<file path="src/rtl/keypad_entry_pkg.sv">
// Shared types, key codes and small helpers for the keypad entry block.
package keypad_entry_pkg;

  typedef enum logic [1:0] {
    ST_SCAN     = 2'd0,
    ST_DEBOUNCE = 2'd1,
    ST_HOLD     = 2'd2,
    ST_RELEASE  = 2'd3
  } state_t;

  localparam logic [3:0] KEY_CLR  = 4'hA;
  localparam logic [3:0] KEY_BSP  = 4'hB;
  localparam logic [3:0] ROW_IDLE = 4'b1110;

  // Active-low row drive with a single low bit at idx
  function automatic logic [3:0] row_drive(input logic [1:0] idx);
    row_drive = ~(4'b0001 << idx);
  endfunction

  // Index of the lowest-numbered low column
  function automatic logic [1:0] first_low(input logic [3:0] c);
    if (!c[0])      first_low = 2'd0;
    else if (!c[1]) first_low = 2'd1;
    else if (!c[2]) first_low = 2'd2;
    else            first_low = 2'd3;
  endfunction

  // Digit entry register update for one accepted key
  function automatic logic [15:0] bcd_next(input logic [15:0] b, input logic [3:0] k);
    if (k <= 4'd9)        bcd_next = {b[11:0], k};
    else if (k == KEY_CLR) bcd_next = 16'h0000;
    else if (k == KEY_BSP) bcd_next = {4'h0, b[15:4]};
    else                   bcd_next = b;
  endfunction

endpackage

</file>
<file path="src/rtl/keypad_entry_scan_tick.sv">
// Free-running prescaler producing a one-cycle tick every SCAN_DIV clocks.
module scan_tick #(
  parameter int unsigned SCAN_DIV = 65536
) (
  input  logic clk,
  input  logic clr_n,
  output logic tick
);

  localparam int unsigned CW = (SCAN_DIV > 1) ? $clog2(SCAN_DIV) : 1;

  logic [CW-1:0] cnt;

  // Count 0..SCAN_DIV-1 and flag the wrap as a registered tick
  always_ff @(posedge clk or negedge clr_n) begin
    if (!clr_n) begin
      cnt  <= '0;
      tick <= 1'b0;
    end else begin
      tick <= (cnt == CW'(SCAN_DIV - 1));
      if (cnt == CW'(SCAN_DIV - 1)) cnt <= '0;
      else                          cnt <= cnt + CW'(1);
    end
  end

endmodule

</file>
<file path="src/rtl/keypad_entry.sv">
// 4x4 keypad scanner with debounce and a four-digit BCD entry register.
module keypad_entry
  import keypad_entry_pkg::*;
#(
  parameter int unsigned SCAN_DIV     = 65536,
  parameter int unsigned DEBOUNCE_CNT = 4
) (
  input  logic        clk,
  input  logic        clr_n,
  input  logic [3:0]  col,
  output logic [3:0]  row,
  output logic [15:0] bcd,
  output logic [3:0]  key_code,
  output logic        key_valid
);

  localparam int unsigned DW  = $clog2(DEBOUNCE_CNT + 1);
  // Debounce ticks after the initial scan hit needed to accept a press
  localparam int unsigned ACC = (DEBOUNCE_CNT > 1) ? DEBOUNCE_CNT - 1 : 1;

  logic          tick;
  logic [3:0]    col_m;
  logic [3:0]    col_s;
  state_t        state;
  logic [1:0]    row_idx;
  logic [1:0]    cand_c;
  logic [DW-1:0] dcnt;
  logic [DW-1:0] dcnt_inc;
  logic [3:0]    cand_code;

  assign dcnt_inc  = dcnt + DW'(1);
  assign cand_code = {row_idx, cand_c};

  scan_tick #(.SCAN_DIV(SCAN_DIV)) u_scan_tick (
    .clk   (clk),
    .clr_n (clr_n),
    .tick  (tick)
  );

  // Two-flop synchronizer for the asynchronous column lines
  always_ff @(posedge clk or negedge clr_n) begin
    if (!clr_n) begin
      col_m <= 4'hF;
      col_s <= 4'hF;
    end else begin
      col_m <= col;
      col_s <= col_m;
    end
  end

  // Scan/debounce/hold/release controller, advanced only on ticks
  always_ff @(posedge clk or negedge clr_n) begin
    if (!clr_n) begin
      state     <= ST_SCAN;
      row_idx   <= 2'd0;
      row       <= ROW_IDLE;
      cand_c    <= 2'd0;
      dcnt      <= '0;
      bcd       <= 16'h0000;
      key_code  <= 4'h0;
      key_valid <= 1'b0;
    end else begin
      key_valid <= 1'b0;
      if (tick) begin
        unique case (state)
          ST_SCAN: begin
            if (&col_s) begin
              row_idx <= row_idx + 2'd1;
              row     <= row_drive(row_idx + 2'd1);
            end else begin
              cand_c <= first_low(col_s);
              dcnt   <= '0;
              state  <= ST_DEBOUNCE;
            end
          end
          ST_DEBOUNCE: begin
            if (!col_s[cand_c]) begin
              if (dcnt_inc == DW'(ACC)) begin
                state     <= ST_HOLD;
                key_valid <= 1'b1;
                key_code  <= cand_code;
                bcd       <= bcd_next(bcd, cand_code);
              end else begin
                dcnt <= dcnt_inc;
              end
            end else begin
              state   <= ST_SCAN;
              row_idx <= row_idx + 2'd1;
              row     <= row_drive(row_idx + 2'd1);
            end
          end
          ST_HOLD: begin
            if (col_s[cand_c]) begin
              dcnt  <= '0;
              state <= ST_RELEASE;
            end
          end
          ST_RELEASE: begin
            if (&col_s) begin
              if (dcnt_inc == DW'(DEBOUNCE_CNT)) begin
                state   <= ST_SCAN;
                row_idx <= row_idx + 2'd1;
                row     <= row_drive(row_idx + 2'd1);
              end else begin
                dcnt <= dcnt_inc;
              end
            end else begin
              state <= ST_HOLD;
            end
          end
          default: state <= ST_SCAN;
        endcase
      end
    end
  end

endmodule

</file>
<file path="config.mk">
export PLATFORM = sky130hd
export DESIGN_NAME = keypad_entry
export DESIGN_NICKNAME = d
export VERILOG_FILES = /design/src/rtl/keypad_entry_pkg.sv /design/src/rtl/keypad_entry_scan_tick.sv /design/src/rtl/keypad_entry.sv
export SDC_FILE = /design/constraint.sdc
export NUM_CORES = 1
export LEC_CHECK = 0
export ABC_CLOCK_PERIOD_IN_PS = 3700
export CAP_MARGIN = 20
export CORE_MARGIN = 3
export CORE_UTILIZATION = 63
export CTS_BUF_LIST = sky130_fd_sc_hd__clkbuf_8
export DETAILED_ROUTE_END_ITERATION = 12
export PLACE_DENSITY = 0.87
export SYNTH_ARGS = -nofsm -noshare
export SYNTH_HDL_FRONTEND = slang
export SYNTH_HIERARCHICAL = 1
export SYNTH_SLANG_ARGS = --single-unit
export TNS_END_PERCENT = 1
</file>
<file path="constraint.sdc">
create_clock -name clk -period 3.7 [get_ports clk]
set_input_delay 0.74 -clock clk [delete_from_list [all_inputs] [get_ports clk]]
set_output_delay 0.74 -clock clk [all_outputs]
set_load 0.005 [all_outputs]
</file>
# Word level (Yosys, flattened, before mapping)
# Index checks and enable logic that the tools add are counted.
[totals] output_inout_bits=25 wordCells=87 ff_bits=59
[op_classes] reduce_logical=10 mux=37 addsub=3 shifts=1 order_cmp=2 n_eq_ne=19 n_bitwise=3
[ops] operator="$mux 16" n=4
[ops] operator="$mux 2" n=12
[ops] operator="$mux 3" n=6
[ops] operator="$ne 2x2->1 const B" n=9
[ops] operator="$add 16x1->16 const B" n=1
[ops] operator="$eq 16x16->1 const B" n=1
[ops] operator="$mux 4" n=4
[ops] operator="$pmux 3 s4" n=1
[ops] operator="$pmux 4 s3" n=1
[ops] operator="$reduce_and 5->1" n=2
[ops] operator="$eq 4x4->1 const B" n=2
[ops] operator="$pmux 2 s4" n=1
[ops] operator="$reduce_and 4->1" n=2
[ops] operator="$reduce_and 7->1" n=1
[ops] operator="$mux 1" n=6
[ops] operator="$ne 3x3->1 const B" n=2
[ops] operator="$pmux 2 s3" n=1
[ops] operator="$reduce_and 6->1" n=1
[ops] operator="$reduce_bool 3->1" n=2
[ops] operator="$eq 2x2->1 const B" n=2
[ops] operator="$le 4x4->1 const B" n=1
[ops] operator="$not 4->4" n=1
[ops] operator="$shl 1x2->4 const A" n=1
[ops] operator="$add 3x1->3 const B" n=1
[ops] operator="other kinds (9)" n=10

# Logic depth before layout (Yosys ltp)
# Gate-level depths: netlist of run 1.
[depth] word_depth=6 mapped_depth=7

# Hierarchy
# Netlist of run 1, hierarchy kept.
[by_module_without_submodules] module="keypad_entry" n_inst=1 cells_each=200 area_each_um2=2165.8 seq_area_each_um2=1064.8
[by_module_without_submodules] module="scan_tick" n_inst=1 cells_each=69 area_each_um2=779.5 seq_area_each_um2=425.4

# Worst setup path before layout of run 1
# Ideal clock, no wire load.
[synth_timing] path_kind="register -> register" from="reg dcnt[1]" to="reg row_idx[1]" path_slack_ns=1.719 t_required_ns=3.575 path_stages_with_launch=7 t_arrival_ns=1.856 cell_sequence="dfrtp_1 ha_1 xor2_1 nand4_1 a311o_1 buf_2 mux2_2"
[synth_between] elab_chain_len=4
[synth_lines] item="start, declared" line_no="keypad_entry.sv:27" source="logic [DW-1:0] dcnt;"
[synth_lines] item="start signal, assigned" line_no="keypad_entry.sv:84" source="dcnt <= dcnt_inc;"
[synth_lines] item="start signal, assigned" line_no="keypad_entry.sv:105" source="dcnt <= dcnt_inc;"
[synth_lines] item="$add 3x1->3" line_no="keypad_entry.sv:31" source="assign dcnt_inc = dcnt + DW'(1);"
[synth_lines] item="$eq 3x3->1" line_no="keypad_entry.sv:100" source="if (dcnt_inc == DW'(DEBOUNCE_CNT)) begin"
[synth_lines] item="$ne 2x2->1 (no line)"
[synth_lines] item="$reduce_and 6->1 (no line)"
[synth_lines] item="end signal, assigned" line_no="keypad_entry.sv:68" source="row_idx <= row_idx + 2'd1;"
[synth_lines] item="end signal, assigned" line_no="keypad_entry.sv:88" source="row_idx <= row_idx + 2'd1;"
[synth_lines] item="end signal, assigned" line_no="keypad_entry.sv:102" source="row_idx <= row_idx + 2'd1;"
[synth_lines] item="end, declared" line_no="keypad_entry.sv:25" source="logic [1:0] row_idx;"
# No other way between the ends.
# A chain may end at the register's enable or synchronous reset.

# Worst setup path after layout of run 1
[layout_timing] from="reg row_idx[0]" to="reg bcd[2]"
[layout_between] elab_chain_len=3 elab_cells_between_ends=7
[layout_lines] item="$le 4x4->1 (tied with other cells)" line_no="keypad_entry_pkg.sv:30" source="if (k <= 4'd9) bcd_next = {b[11:0], k};"
[layout_lines] item="$reduce_bool 3->1 (no line) / $mux 16 (equally long branches)"
[layout_lines] item="$reduce_and 5->1 (no line) / $mux 16 (equally long branches)"
[layout_lines] item="end signal, assigned" line_no="keypad_entry.sv:82" source="bcd <= bcd_next(bcd, cand_code);"
[layout_lines] item="end, declared" line_no="keypad_entry.sv:12" source="output logic [15:0] bcd,"
# Several ways; a longest one is shown, not always the timed one.

==> results of run 1 <==
## power by group through the flow
| stage | Combinational [mW] | Clock, mW | Sequential (mW) |
|---|---|---|---|
| final | 0.0247 | 0.638 | 0.657 |
| after global routing | 0.0282 | 0.676 | 0.658 |
| after CTS | 0.0255 | 0.644 | 0.657 |
| after detailed placement | 0.0253 | 0 | 0.668 |
| after global placement | 0.0250 | 0 | 0.668 |
| after floorplan | 0.00643 | 0 | 0.667 |
## stage by stage
stage / cell area, sq um / power [mW] / hold slack (ps) / worst slack, ps
finish: 3480 / 1.32 / 326 / 1400
global route: 3480 / 1.36 / 352 / 1200
CTS: 3480 / 1.33 / 336 / 1400
detailed placement: 3260 / 0.694 / 348 / 1430
global placement: 3260 / 0.693 / 346 / 1440
floorplan: 2950 / 0.674 / 345 / 1720
## registers in the layout, indices dropped and copies added, names as in the netlist
name / cells
bcd: 16
cand_c: 2
col_m: 4
col_s: 4
dcnt: 3
key_code: 4
key_valid: 1
row: 4
row_idx: 2
state: 2
u_scan_tick/cnt: 16
u_scan_tick/tick: 1
## final cells by class
| type | count | share of cell area [%] |
|---|---|---|
| inverters | 18 | 1.94 |
| clock inverters | 5 | 2.27 |
| clock buffers | 10 | 3.96 |
| multi-input cells | 179 | 38.0 |
| well taps | 52 | 1.87 |
| repair buffers | 33 | 9.13 |
| flip-flops and latches | 59 | 42.8 |
## worst max path at each step
stage	slack, ps	start	end
floorplan	1720	dcnt[1]	row_idx[1]
global placement	1440	cand_c[1]	key_code[2]
detailed placement	1430	cand_c[0]	row_idx[1]
CTS	1400	cand_c[0]	row_idx[1]
global route	1200	row_idx[0]	bcd[2]
finish	1400	row_idx[0]	bcd[2]
## metal layers
layer / wire, um / vias to the layer above
met4: 153 / 0
met2: 2610 / 78
met3: 328 / 15
li1: - / 1032
met1: 2370 / 1039
met5: 0 / -
## worst max-delay path, delay by kind of cell (launching register included)
| kind | cells | cell delay (ps) |
|---|---|---|
| adders and majority gates | 1 | 220 |
| DFF | 1 | 430 |
| muxes | 1 | 390 |
| AOI/OAI and AO/OA | 1 | 110 |
| and+or+nand+nor | 2 | 900 |
| buffers and inverters | 1 | 140 |
## placed cells by master (no fill, tap or decap), types with 3 or more instances in the layout
master           netlist  final
nand3b_1              12     12
o31a_1                 3      3
nand2_1               21     21
mux2_2                 7      7
clkbuf_8               0     10
a21oi_1               17     17
nand3_1                4      4
nand4_1                9      9
inv_1                 18     19
nor2b_1                3      3
a21o_1                 4      4
o221ai_1               3      3
ha_1                   9      9
dfstp_2               11     11
xor2_1                 6      6
xnor2_1               10     10
a211oi_1               3      3
nor2_1                15     15
buf_4                  1      3
o21ai_0                3      3
and4_1                 6      6
mux2i_1                6      6
a41oi_1               10     10
nor3_1                 5      5
clkdlybuf4s50_1        0     29
dfrtp_1               48     48
## cells by family after synthesis
logic type      count (synthesis)  share of synthesized area, %
fa+ha+maj                       9                          3.82
compound gates                 53                          12.7
buf+inv                        31                          4.50
xor+xnor                       16                          4.76
mux                            16                          6.24
flops                          59                          50.6
simple gates                   85                          17.3
==> run metrics, run 1 <==
final non-filler cell total=between 300 and 400; endpoints failing setup=0; Die X=~74 um; CP Class=reg2reg; maxcap violations=0; core area=roughly 0.0044 sq mm; Post-Route Utilization=between 70% and 80%; Power Density=379 mW/mm^2; Syn-to-layout area delta=18.1%; Max-slew headroom=50.7%; most frequent cell on the critical path=nand2_1; n_diodes=0; antenna viol nets, final=0; M3 GR Usage=approximately 6.1%; Critical R2R Launch=row_idx[0]; Setup TNS Final=0 ps; top cells by area, synth=dfrtp_1, dfstp_2, ha_1, nand3b_1, a41oi_1; I/O pins=31; Avg Cell Area, Syn=approximately 11 sq um; CTS Buf Count=9; Std-Cell Rows=24; area leader, netlist=dfrtp_1; # fillers=274; Worst-Skew Late Latency=between 300 and 400 ps; unrepaired setup endpoints after global routing=false; Peak VDD IR=0.358 mV; Comb power frac=under 10%; peak per-stage delay on the critical path=570 ps; Seq/Total Area, Yosys=50.6%; worst-margin pin slew=between 700 and 800 ps; reg2reg setup slack=between 1000 and 1500 ps; Die Y=74.4 um; Slowest-stage cell, CP=nand2_1; Period Utilization, post-route=between 60% and 70%; DRC Markers=0; Main synth FF type=dfrtp_1; met1 usage=28.9%; Worst R2R Path Depth=6; clock share of power=48.3%; Placed Instances=341; sequential power share=49.8%; Synth Warn #=6; share of cells above drive strength 1=14.1%; Power Internal=1.05 mW; clk slew on worst S/H paths=70 ps; CTS sink count=59; total congestion overflow=0; Via Count=2164; Post-synth EDFFs=0; first-pass GRT wire length=9050 um; crit path DAT=2530 ps; GR Util met2=33.1%; hold_buf cts=0; Min-Delay Path Class=in2async; Post-CTS Setup Bufs=0; Mapped Area=0.00295 sq mm; Post-synth top cells=dfrtp_1, nand2_1, inv_1, a21oi_1, nor2_1; input/output buffers=30; final wirelength=5460 um; area of the multi-input gates=0.00132 sq mm; async set-reset flop share out of synthesis=between 90% and 100%; Crit path required time=between 3000 and 4000 ps; initial antenna violation count=0; Setup Skew=11.5 ps; Syn Nets=284; Worst setup EP type=flip-flop; Static Leak=around 1.5 nW; Via density=6.08; worst reg2reg endpoint=bcd[2]; CTS Root Cell=clkbuf_8; Cell Chain, Critical Path=inv_1 -> ha_1 -> o21ai_0 -> nand2_1 -> nand2_1 -> mux2_1; net load switching power=roughly 0.27 mW; library cells used by synthesis=46; H-tree depth=3; HPWL Detailed=3710 um; CTS max path bufs=2; Max Clock Freq=434 MHz; Wirelength per Cell=15.3 um; Setup crit start kind=flip-flop; GR peak layer=met2; crit path time final=2300 ps; most frequent cell after synthesis=dfrtp_1; worst-path fanout max=25; top-area cell type share of the netlist area=40.8%; global placer's final weighted congestion=0.892; FF+latch count, synth=slightly below 60; FF+latch area=about 0.0015 sq mm; Die Area=between 0.005 and 0.006 sq mm; largest net degree at the start of global routing=41; status=complete, no violations; Final Hold Fails=0; DR pass1 iterations=4; fin. max-slew vios=0; Nets=315; # resized after CTS=0; number of global-route vias before repair=1990; gr usage total=a little over a fifth; switching share of power=approximately a fifth; initial DRC count=approximately 250; CTS tree=done; Initial Util=66.3%; Syn Inst Count=between 200 and 300
No activity file was read; power rests on OpenSTA's default activity.
==> run 2, diff against run 1 <==
--- a/config.mk
+++ b/config.mk
@@ -5,13 +5,13 @@
 export SDC_FILE = /design/constraint.sdc
 export NUM_CORES = 1
 export LEC_CHECK = 0
-export ABC_CLOCK_PERIOD_IN_PS = 3700
+export ABC_CLOCK_PERIOD_IN_PS = 2000
 export CAP_MARGIN = 20
 export CORE_MARGIN = 3
-export CORE_UTILIZATION = 63
+export CORE_UTILIZATION = 53
 export CTS_BUF_LIST = sky130_fd_sc_hd__clkbuf_8
 export DETAILED_ROUTE_END_ITERATION = 12
-export PLACE_DENSITY = 0.87
+export PLACE_DENSITY = 0.78
 export SYNTH_ARGS = -nofsm -noshare
 export SYNTH_HDL_FRONTEND = slang
 export SYNTH_HIERARCHICAL = 1
==> constraint.sdc (replaced) <==
create_clock -name clk -period 2 [get_ports clk]
set_input_delay 0.4 -clock clk [delete_from_list [all_inputs] [get_ports clk]]
set_output_delay 0.4 -clock clk [all_outputs]
set_load 0.005 [all_outputs]
==> run 2 against run 1 <==
Setup slack got worse by 1300 ps; global-route usage is 1.5 points lower; total power is 70% higher; sequential cell count is the same; routed wire length grew 4.7%; count of clock-buffer cells in the layout rose by 2; design area increased by 4.0%; clock skew down 2.9 ps; clock power increased by 51%; via count rose by 1.3%; first-iteration DRC count down 59%; combinational power up 140%; largest power group unchanged.
==> run metrics, run 2 (synthesis gave the netlist of run 1 again) <==
Crit path buffers/inverters=1; antenna viol nets, final=0; Max Clock Freq=529 MHz; largest net degree at the start of global routing=38; number of global-route vias before repair=approximately 2200; Placed Instances=375; clk slew on worst S/H paths=60 ps; overall power=2.24 mW; reg2reg setup slack=110 ps; final hold slack=355 ps; Die Y=80.5 um; CTS tree=done; global placer's final weighted congestion=0.859; crit path DAT=between 2000 and 2500 ps; CTS Root Cell=clkbuf_8; Die Area=roughly 0.0065 sq mm; DP Area=0.00343 sq mm; H-tree depth=3; Setup Skew=8.62 ps; most frequent cells in the layout=dfrtp_1, clkdlybuf4s50_1, nand2_1, inv_1; Worst setup EP type=flip-flop; input/output buffers=30; status=complete, no violations; Final Hold Fails=0; CTS sink count=59; CTS Buf Count=9; Post-Route Utilization=69.1%; fin. max-slew vios=0; Post-CTS Setup Bufs=0; DRC Markers=0; maxcap violations=0; Design Area, Final=0.00362 sq mm; Period Utilization, post-route=a little over nine tenths; Wirelength per Cell=14.6 um; final non-filler cell total=between 300 and 400; Initial Util=56.2%; Syn-to-layout area delta=22.9%; Slowest-stage cell, CP=dfrtp_1; CTS max path bufs=2; Max-slew headroom=roughly 67%; worst-margin pin slew=496 ps; n_diodes=0; Power Density=618 mW/mm^2; unrepaired setup endpoints after global routing=false; core area=~0.0052 sq mm; largest registers=bcd x16, u_scan_tick/cnt x16; DR pass1 iterations=4; Crit path required time=2190 ps; first-pass GRT wire length=approximately 10000 um; Setup TNS Final=0 ps; Cell Chain, Critical Path=ha_1 -> xor2_1 -> buf_4 -> a211oi_1 -> o31a_1 -> o221ai_1; Setup crit start kind=flip-flop; HPWL Detailed=4070 um; endpoints failing setup=0; Via Count=2193; CP Class=reg2reg; final worst setup slack=between 100 and 150 ps; Die X=80.5 um; initial DRC count=104; initial antenna violation count=0; Std-Cell Rows=26; final wirelength=5720 um; gr usage total=20.4%; Nets=332; peak per-stage delay on the critical path=400 ps; Worst path top cell family by delay=compound AO/OA/AOI/OAI gates; Worst-Skew Late Latency=330 ps; Via density=5.61; worst-path fanout max=3; share of cells above drive strength 1=18.4%; most common cell after layout, fill and taps aside=dfrtp_1; crit path time final=1890 ps; Min-Delay Path Class=reg2reg; I/O pins=31; Static Leak=about 1.6 nW; total congestion overflow=0; Placement Setup Slack=79.2 ps; Peak VDD IR=~0.52 mV
-- run 2: path summary, 6_finish.rpt --
check	to	startpoint	cells after the start
max	dcnt[2]	dcnt[0]	6
min	col_s[3]	col_m[3]	0
max reg2reg	dcnt[2]	dcnt[0]	6
min reg2reg	col_s[3]	col_m[3]	0
max in group asynchronous	col_s[2]	clr_n	3
min in group asynchronous	row_idx[0]	clr_n	2
-- run 2: cell type report --
cell class	count	area [sq um]
Fill cell	391	1620
Sequential cell	59	1490
Multi-Input combinational cell	179	1320
Timing Repair Buffer	50	473
Clock buffer	12	165
Tap cell	70	87.6
Inverter	18	67.6
Clock inverter	3	13.8
-- run 2: layer usage --
layer / track usage [%] / share of wire (%) / up-vias
met2: 33.8 / 50 / 49
met1: 24.5 / 43 / 1063
met3: 4.15 / 4.4 / 12
met5: 0 / 0 / -
li1: - / - / 1069
met4: 12.2 / 2.5 / 0
-- run 2: report_power, final --
group          total (mW)  internal, mW  leakage (nW)  switching, mW
logic              0.0583        0.0237         0.714         0.0346
clock network       0.965         0.535        0.0994          0.430
registers            1.22          1.21         0.772        0.00609
-- run 2: worst reg2reg max path: cells and delay by family, from the launching register on --
| kind | cells | cell delay [ps] |
|---|---|---|
| AO/OA/AOI/OAI | 3 | 740 |
| flip-flops | 1 | 400 |
| adder cells (fa/ha/maj) | 1 | 230 |
| XOR/XNOR | 1 | 210 |
| buffers and inverters | 1 | 170 |
-- run 2: timing repair --
action                     CTS  global route
hold buffers                 1             0
setup endpoints to repair    0             9
hold endpoints to repair     9             0
gates resized for setup      0             0
